File: src/rtl/ped_walk_scheduler.sv
// Pedestrian-crossing scheduler: latches crosswalk presses, requests an all-red hold
// from the traffic FSM, then runs a timed WALK and flashing DON'T WALK for the served set.
module ped_walk_scheduler #(
  parameter int unsigned WALK_TICKS  = 10,
  parameter int unsigned FLASH_TICKS = 6
) (
  input  logic       FPGA_CLK,
  input  logic       rst,
  input  logic       tick,
  input  logic [3:0] ped_btn,
  input  logic       fsm_safe,
  output logic       walk_req,
  output logic [3:0] walk,
  output logic [3:0] dont_walk,
  output logic [3:0] pending,
  output logic       walk_done,
  output logic       abort,
  output logic [2:0] dbg_state
);

  typedef enum logic [2:0] {
    IDLE  = 3'd0,
    REQ   = 3'd1,
    WALK  = 3'd2,
    CLEAR = 3'd3,
    DONE  = 3'd4
  } state_t;

  localparam logic [7:0] WALK_LOAD  = 8'(WALK_TICKS);
  localparam logic [7:0] FLASH_LOAD = 8'(FLASH_TICKS);

  state_t     state, state_n;
  logic [3:0] served, served_n;
  logic [3:0] hist;
  logic [3:0] pending_n;
  logic [7:0] cnt, cnt_n;
  logic       flash, flash_n;
  logic [3:0] walk_n, dont_walk_n;
  logic       walk_req_n, walk_done_n, abort_n;
  logic [3:0] press, press_ok;

  assign dbg_state = state;

  // Served crosswalks are non-zero only in WALK/CLEAR, so masking with them
  // drops repeat presses exactly while those crosswalks are being served.
  assign press    = ped_btn & ~hist;
  assign press_ok = press & ~served;

  always_comb begin
    state_n     = state;
    served_n    = served;
    pending_n   = pending | press_ok;
    cnt_n       = cnt;
    flash_n     = flash;
    walk_n      = walk;
    dont_walk_n = dont_walk;
    walk_req_n  = walk_req;
    walk_done_n = 1'b0;
    abort_n     = 1'b0;

    unique case (state)
      IDLE: begin
        walk_n      = 4'h0;
        dont_walk_n = 4'hF;
        walk_req_n  = 1'b0;
        if (pending != 4'h0) begin
          state_n    = REQ;
          walk_req_n = 1'b1;
        end
      end
      REQ: begin
        walk_req_n = 1'b1;
        if (fsm_safe) begin
          served_n    = pending;
          pending_n   = (pending | press_ok) & ~pending;
          cnt_n       = WALK_LOAD;
          walk_n      = pending;
          dont_walk_n = ~pending;
          state_n     = WALK;
        end
      end
      WALK, CLEAR: begin
        if (!fsm_safe) begin
          walk_n      = 4'h0;
          dont_walk_n = 4'hF;
          walk_req_n  = 1'b0;
          abort_n     = 1'b1;
          pending_n   = pending | press_ok | served;
          served_n    = 4'h0;
          state_n     = IDLE;
        end else if (tick) begin
          if (state == WALK) begin
            if (cnt == 8'd1) begin
              cnt_n       = FLASH_LOAD;
              flash_n     = 1'b1;
              walk_n      = 4'h0;
              dont_walk_n = 4'hF;
              state_n     = CLEAR;
            end else begin
              cnt_n = cnt - 8'd1;
            end
          end else begin
            flash_n = ~flash;
            if (cnt == 8'd1) begin
              walk_done_n = 1'b1;
              walk_req_n  = 1'b0;
              dont_walk_n = 4'hF;
              served_n    = 4'h0;
              state_n     = DONE;
            end else begin
              cnt_n       = cnt - 8'd1;
              dont_walk_n = ~served | ({4{~flash}} & served);
            end
          end
        end
      end
      DONE: begin
        walk_req_n = 1'b0;
        state_n    = IDLE;
      end
      default: begin
        state_n = IDLE;
      end
    endcase
  end

  always_ff @(posedge FPGA_CLK) begin
    if (rst) begin
      state     <= IDLE;
      served    <= 4'h0;
      pending   <= 4'h0;
      hist      <= 4'hF;
      cnt       <= 8'd0;
      flash     <= 1'b0;
      walk      <= 4'h0;
      dont_walk <= 4'hF;
      walk_req  <= 1'b0;
      walk_done <= 1'b0;
      abort     <= 1'b0;
    end else begin
      state     <= state_n;
      served    <= served_n;
      pending   <= pending_n;
      hist      <= ped_btn;
      cnt       <= cnt_n;
      flash     <= flash_n;
      walk      <= walk_n;
      dont_walk <= dont_walk_n;
      walk_req  <= walk_req_n;
      walk_done <= walk_done_n;
      abort     <= abort_n;
    end
  end

endmodule

File: config.mk
export PLATFORM = sky130hd
export DESIGN_NAME = ped_walk_scheduler
export DESIGN_NICKNAME = d
export VERILOG_FILES = /design/src/rtl/ped_walk_scheduler.sv
export SDC_FILE = /design/constraint.sdc
export NUM_CORES = 1
export LEC_CHECK = 0
export ABC_CLOCK_PERIOD_IN_PS = 4100
export CORE_MARGIN = 3
export CORE_UTILIZATION = 55
export CTS_CLUSTER_DIAMETER = 100
export DETAILED_ROUTE_END_ITERATION = 10
export PLACE_DENSITY = 0.8
export SETUP_SLACK_MARGIN = 0.1
export SYNTH_ARGS = -nofsm -noshare
export SYNTH_HDL_FRONTEND = slang
export SYNTH_SLANG_ARGS = --single-unit
File: constraint.sdc
create_clock -name FPGA_CLK -period 4.1 [get_ports FPGA_CLK]
set_input_delay 0.615 -clock FPGA_CLK [delete_from_list [all_inputs] [get_ports FPGA_CLK]]
set_output_delay 0.615 -clock FPGA_CLK [all_outputs]
set_load 0.02 [all_outputs]
==> results of run 1 <==
worst min path at each step:
stage	from	to	cells past startpoint
finish	walk[0]	walk[0]	1
global route	walk[3]	walk[3]	1
CTS	walk[1]	walk[1]	1
detailed placement	walk[1]	walk[1]	1
global placement	walk[3]	walk[3]	1
floorplan	cnt[7]	cnt[7]	2
layout make-up:
type	count	area, sq um
Inverter	7	26.28
Sequential cell	35	700.7
Tap cell	44	55.05
Clock inverter	3	43.79
Multi-Input combinational cell	159	975.9
Fill cell	273	973.4
Clock buffer	5	37.54
Timing Repair Buffer	27	265.3
metal layers:
layer | wire, um | track usage [%] | up-vias
li1 | - | - | 850
met5 | 0 | 0 | -
met3 | 358 | 6.774 | 8
met1 | 1921 | 31.84 | 797
met2 | 1934 | 35.31 | 78
met4 | 71 | 10.19 | 0
synth_stat cells (2+ instances only):
cell | instances | area share (%)
a211o_1 | 2 | 0.98
a211oi_1 | 6 | 2.5
a21oi_1 | 21 | 5.9
a22o_1 | 4 | 2.0
a311oi_1 | 3 | 1.5
a31o_2 | 2 | 0.98
a31oi_1 | 6 | 2.1
a41oi_1 | 2 | 0.98
and2_1 | 3 | 1.0
and3_1 | 3 | 1.0
buf_2 | 3 | 0.84
buf_6 | 3 | 1.9
clkbuf_1 | 5 | 1.0
dfxtp_1 | 35 | 39
ha_1 | 2 | 1.4
inv_1 | 7 | 1.5
nand2_1 | 24 | 5.0
nand2b_1 | 3 | 1.0
nand3_1 | 3 | 0.84
nor2_1 | 8 | 1.7
nor2b_1 | 2 | 0.70
nor3_1 | 6 | 1.7
nor3b_1 | 3 | 1.3
nor4_1 | 4 | 1.4
nor4b_1 | 4 | 2.0
o2111ai_1 | 5 | 2.4
o211ai_1 | 2 | 0.84
o21ai_0 | 19 | 5.3
o311ai_0 | 2 | 0.98
or2_2 | 6 | 2.1
or3_1 | 2 | 0.70
report_power, final:
part	total [mW]	internal (mW)	switching [mW]
sequential	0.403	0.363	0.0405
clock	0.253	0.128	0.125
combinational	0.214	0.0856	0.129
total	0.870	0.576	0.294
kinds of logic after synthesis:
kind of cell / after synthesis / share of synthesized area [%]
adder cells (fa/ha/maj): 2 / 1.394
XOR/XNOR: 1 / 0.4879
AO/OA/AOI/OAI: 78 / 28.36
AND/OR/NAND/NOR: 78 / 24.11
flip-flops: 35 / 39.02
buffers and inverters: 22 / 6.620
state kept, by name, indices dropped and copies added, names as in the netlist, 3 cells and up:
name and count:
walk 4, pending 4, hist 4, cnt 8, dont_walk 4, dbg_state 3, served 4
stage by stage:
step / hold WS [ns] / power [mW] / util (%)
after floorplan: 0.4581 / 0.5602 / -
final: 0.4906 / 0.8703 / 68.37
after detailed placement: 0.4632 / 0.6202 / 65.73
after global placement: 0.4577 / 0.6119 / 65.73
after global routing: 0.5211 / 0.9224 / 68.37
after CTS: 0.4891 / 0.8702 / 68.37
==> out/results.txt, run 1 <==
status = complete, no violations
fin worst setup slack = 1.605 ns
IO buf count = 25
Gate Count Post-Synth = 216
CP Launch Type = flip-flop
Tmin final = 2.495 ns
initial antenna violation count = 0
Core ar. = 3078 sq um
number of synthesized flops with an enable pin = 0
CP cell instances = clkdlybuf4s50_1
Synth Register Bits = 35
cell area after layout = 2105 sq um
maximum clock path buffer count = 2
hold_buf cts = 0
final routed DRC violation total = 0
via count = 1733
RSZ-0062 raised after global routing = false
critical path class = flip-flop to output port
WP data arrival = 1.88 ns
P&R area growth vs syn = 17.21%
synth warn = 0
Final Skew = 0.01873 ns
die height = 63.14 um
Clock transition at path regs = 0.11 ns
Worst Setup SP = dbg_state[1]
CTS sink cnt = 35
CTS tree = yes
Levels on crit path = 1
DP Wirelength = 2.995 mm
R2R Path End = cnt[5]
Critical Path End = dbg_state[1]
antenna viol nets, final = 0
RePlAce Congestion = 0.8984
share of layout cells above drive strength 1 = 9.322%
RR Startpoint = dbg_state[1]
most common cell after layout, fill and taps aside = dfxtp_1
Die Area = 3986 sq um
Worst slew margin = 38.08%
CP max FO = 22
1st-iter DRT viols = 154
clock latency on the worst-skew pair = 0.36 ns
placed cell areas = 2023 sq um
Synth Net Count = 226
Routed WL per cell = 15.30 um
CTS buffer count = 5
Final nets = 245
vias per cell = 6.189
Fin. Hold Viols = 0
global-route wire length before repair = 7.486 mm
row count = 20
syn_area_per_cell = 8.312 sq um
clock root buffer master = clkbuf_4
final wirelength = 4.284 mm
vias in the first global route = 1604
Synth Flop Type = dfxtp_1
cell family with most CP delay = flip-flops
CTS resizes = 0
Netlist cell types = 47
WP data required = 3.48 ns
power per cell area = 413.5 nW/um^2
Ports = 26
Inst Count DP = 272
setup TNS = 0 ns
max-cap violation count = 0
GR Overflow Total = 0
VDD IR max = 191.6 uV
Slew Limit Fails = 0
Hold WC Path Type = flip-flop to flip-flop
Netlist Area Pre-Place = 1795 sq um
commonest cells after routing, fill and taps aside = 35 x dfxtp_1, 25 x clkdlybuf4s50_1, 24 x nand2_1, 21 x a21oi_1, 19 x o21ai_0
Slew @ Worst Pin = 0.9259 ns
ys async rst share = 0%
Starting Density = 58.33%
Static Leak = 0.7160 nW
gr usage total = 23.70%
die width = 63.14 um
post-synthesis sequential area ratio = 39.02%
DR pass1 iterations = 5
CTS H-tree depth = 2
largest net degree at the start of global routing = 28
worst-case reg-to-reg path depth = 4
fin cells = 280
Fmax achieved = 400.7 MHz
Final setup viols = 0
pre-CTS setup slack = 1.329 ns
slowest cell on the critical path = dfxtp_1
CP endpoint kind = output port
crit path buf inv count = 1
postcts setup bufs = 0
period utilization = 60.86%
n_diodes = 0
CP peak stage delay = 0.80 ns
R2R Setup Slk = 1.82 ns
No activity file was read; power rests on OpenSTA's default activity.
==> run 2, diff against run 1 <==
--- a/config.mk
+++ b/config.mk
@@ -5,12 +5,12 @@
 export SDC_FILE = /design/constraint.sdc
 export NUM_CORES = 1
 export LEC_CHECK = 0
-export ABC_CLOCK_PERIOD_IN_PS = 4100
+export ABC_CLOCK_PERIOD_IN_PS = 2500
 export CORE_MARGIN = 3
-export CORE_UTILIZATION = 55
+export CORE_UTILIZATION = 53
 export CTS_CLUSTER_DIAMETER = 100
 export DETAILED_ROUTE_END_ITERATION = 10
-export PLACE_DENSITY = 0.8
+export PLACE_DENSITY = 0.77
 export SETUP_SLACK_MARGIN = 0.1
 export SYNTH_ARGS = -nofsm -noshare
 export SYNTH_HDL_FRONTEND = slang
==> constraint.sdc (replaced) <==
create_clock -name FPGA_CLK -period 2.5 [get_ports FPGA_CLK]
set_input_delay 0.375 -clock FPGA_CLK [delete_from_list [all_inputs] [get_ports FPGA_CLK]]
set_output_delay 0.375 -clock FPGA_CLK [all_outputs]
set_load 0.02 [all_outputs]
==> out/results.txt, run 2 (same netlist as run 1, synthesis figures left out) <==
CTS tree = yes (unchanged)
status = complete, no violations (unchanged)
CTS sink cnt = 35 (unchanged)
maximum clock path buffer count = 2 (unchanged)
final routed DRC violation total = 0 (unchanged)
Core Util, Final = 67.14% (was 68.37%)
CP Launch Type = flip-flop (unchanged)
postcts setup bufs = 0 (unchanged)
Routed WL per cell = 15.81 um (was 15.30 um)
Core ar. = 3153 sq um (was 3078 sq um)
Biggest register = cnt (unchanged)
1st-iter DRT viols = 158 (was 154)
vias per cell = 6.246 (was 6.189)
Static Leak = 0.7302 nW (was 0.7160 nW)
largest net degree at the start of global routing = 21 (was 28)
Fin. Hold Viols = 0 (unchanged)
GR Overflow Total = 0 (unchanged)
fin worst setup slack = 0.3084 ns (was 1.605 ns)
worst hold path depth = 1 (unchanged)
die width = 64.21 um (was 63.14 um)
CTS H-tree depth = 2 (unchanged)
final wirelength = 4.505 mm (was 4.284 mm)
gr usage total = 24.24% (was 23.70%)
clock latency on the worst-skew pair = 0.34 ns (was 0.36 ns)
Final Skew = 0.01409 ns (was 0.01873 ns)
Inst Count DP = 279 (was 272)
CTS buffer count = 5 (unchanged)
Final setup viols = 0 (unchanged)
row count = 20 (unchanged)
max reg flops = 8 (unchanged)
CTS resizes = 0 (unchanged)
DP Wirelength = 3.258 mm (was 2.995 mm)
Ports = 26 (unchanged)
Tmin final = 2.192 ns
cell area after layout = 2117 sq um (was 2105 sq um)
Slew @ Worst Pin = 0.7953 ns (was 0.9259 ns)
critical path class = flip-flop to output port (unchanged)
WP data required = 2.12 ns (was 3.48 ns)
setup TNS = 0 ns (unchanged)
DR pass1 iterations = 4 (was 5)
share of layout cells above drive strength 1 = 10.79% (was 9.322%)
RePlAce Congestion = 0.8758 (was 0.8984)
WP data arrival = 1.82 ns (was 1.88 ns)
n_diodes = 0 (unchanged)
Hold WC Path Type = flip-flop to flip-flop (unchanged)
Worst slew margin = 46.49% (was 38.08%)
P&R area growth vs syn = 17.91% (was 17.21%)
Clock transition at path regs = 0.11 ns (about the same)
most common cell after layout, fill and taps aside = dfxtp_1 (unchanged)
die height = 64.21 um (was 63.14 um)
power per cell area = 614.0 nW/um^2 (was 413.5 nW/um^2)
Hold Slack = 0.4837 ns (was 0.4906 ns)
VDD IR max = 347.4 uV (was 191.6 uV)
Die Area = 4122 sq um (was 3986 sq um)
CP endpoint kind = output port (unchanged)
commonest cells after routing, fill and taps aside = 35 x dfxtp_1, 25 x clkdlybuf4s50_1, 24 x nand2_1, 21 x a21oi_1, 19 x o21ai_0 (unchanged)
total power = 1.300 mW (was 870.3 uW)
pre-CTS setup slack = 0.2128 ns (was 1.329 ns)
clock root buffer master = clkbuf_4 (unchanged)
hold_buf cts = 0 (unchanged)
Fmax achieved = 456.3 MHz
global-route wire length before repair = 7.886 mm (was 7.486 mm)
fin cells = 285 (was 280)
worst-case reg-to-reg path depth = 6 (was 4)
RSZ-0062 raised after global routing = false (unchanged)
antenna viol nets, final = 0 (unchanged)
via count = 1780 (was 1733)
IO buf count = 25 (unchanged)
CP max FO = 14 (was 22)
period utilization = 87.67%
initial antenna violation count = 0 (unchanged)
max-cap violation count = 0 (unchanged)
vias in the first global route = 1698 (was 1604)
layout filler cell count = 282 (was 273)
placed cell areas = 2076 sq um (was 2023 sq um)
Slew Limit Fails = 0 (unchanged)
Final nets = 252 (was 245)
Starting Density = 56.94% (was 58.33%)
## run 2: changes by cell type in the layout (fill, tap and decap cells not counted)
cell / delta
buf_4: +7
bufinv_16: -1
clkbuf_1: +1
clkinv_2: -1
clkinv_4: -1
## run 2: final cells by class
cell class / count / area [sq um] / area share [%]
clock buffers: 6 / 41.29 / 1.950
repair buffers: 34 / 317.8 / 15.01
inverters: 7 / 26.28 / 1.241
flip-flops and latches: 35 / 700.7 / 33.10
well taps: 44 / 55.05 / 2.600
multi-input cells: 159 / 975.9 / 46.10
## run 2: path summary, 6_finish.rpt
check	to	slack (ns)	from
worst max-delay path	dbg_state[1]	0.31	dbg_state[1]
worst min-delay path	walk[3]	0.48	walk[3]
worst max register to register	dont_walk[2]	0.41	cnt[1]
worst min register to register	walk[3]	0.48	walk[3]
## run 2: routing by layer
layer  vias to the layer above  wire [um]  track usage, %
met3                         9        235           6.503
met2                        62       2232           41.94
li1                        859          -               -
met1                       850       1961           28.04
met5                         -          0               0
met4                         0         76           10.03
## run 2: critical path, stage by stage, from the launching register on
cell and delay (ns):
dfxtp_1 0.61, buf_4 0.24, clkdlybuf4s50_1 0.61
## run 2: report_power, final
part / switching, mW / internal (mW)
clock network: 0.180 / 0.100
logic: 0.215 / 0.147
registers: 0.0637 / 0.594
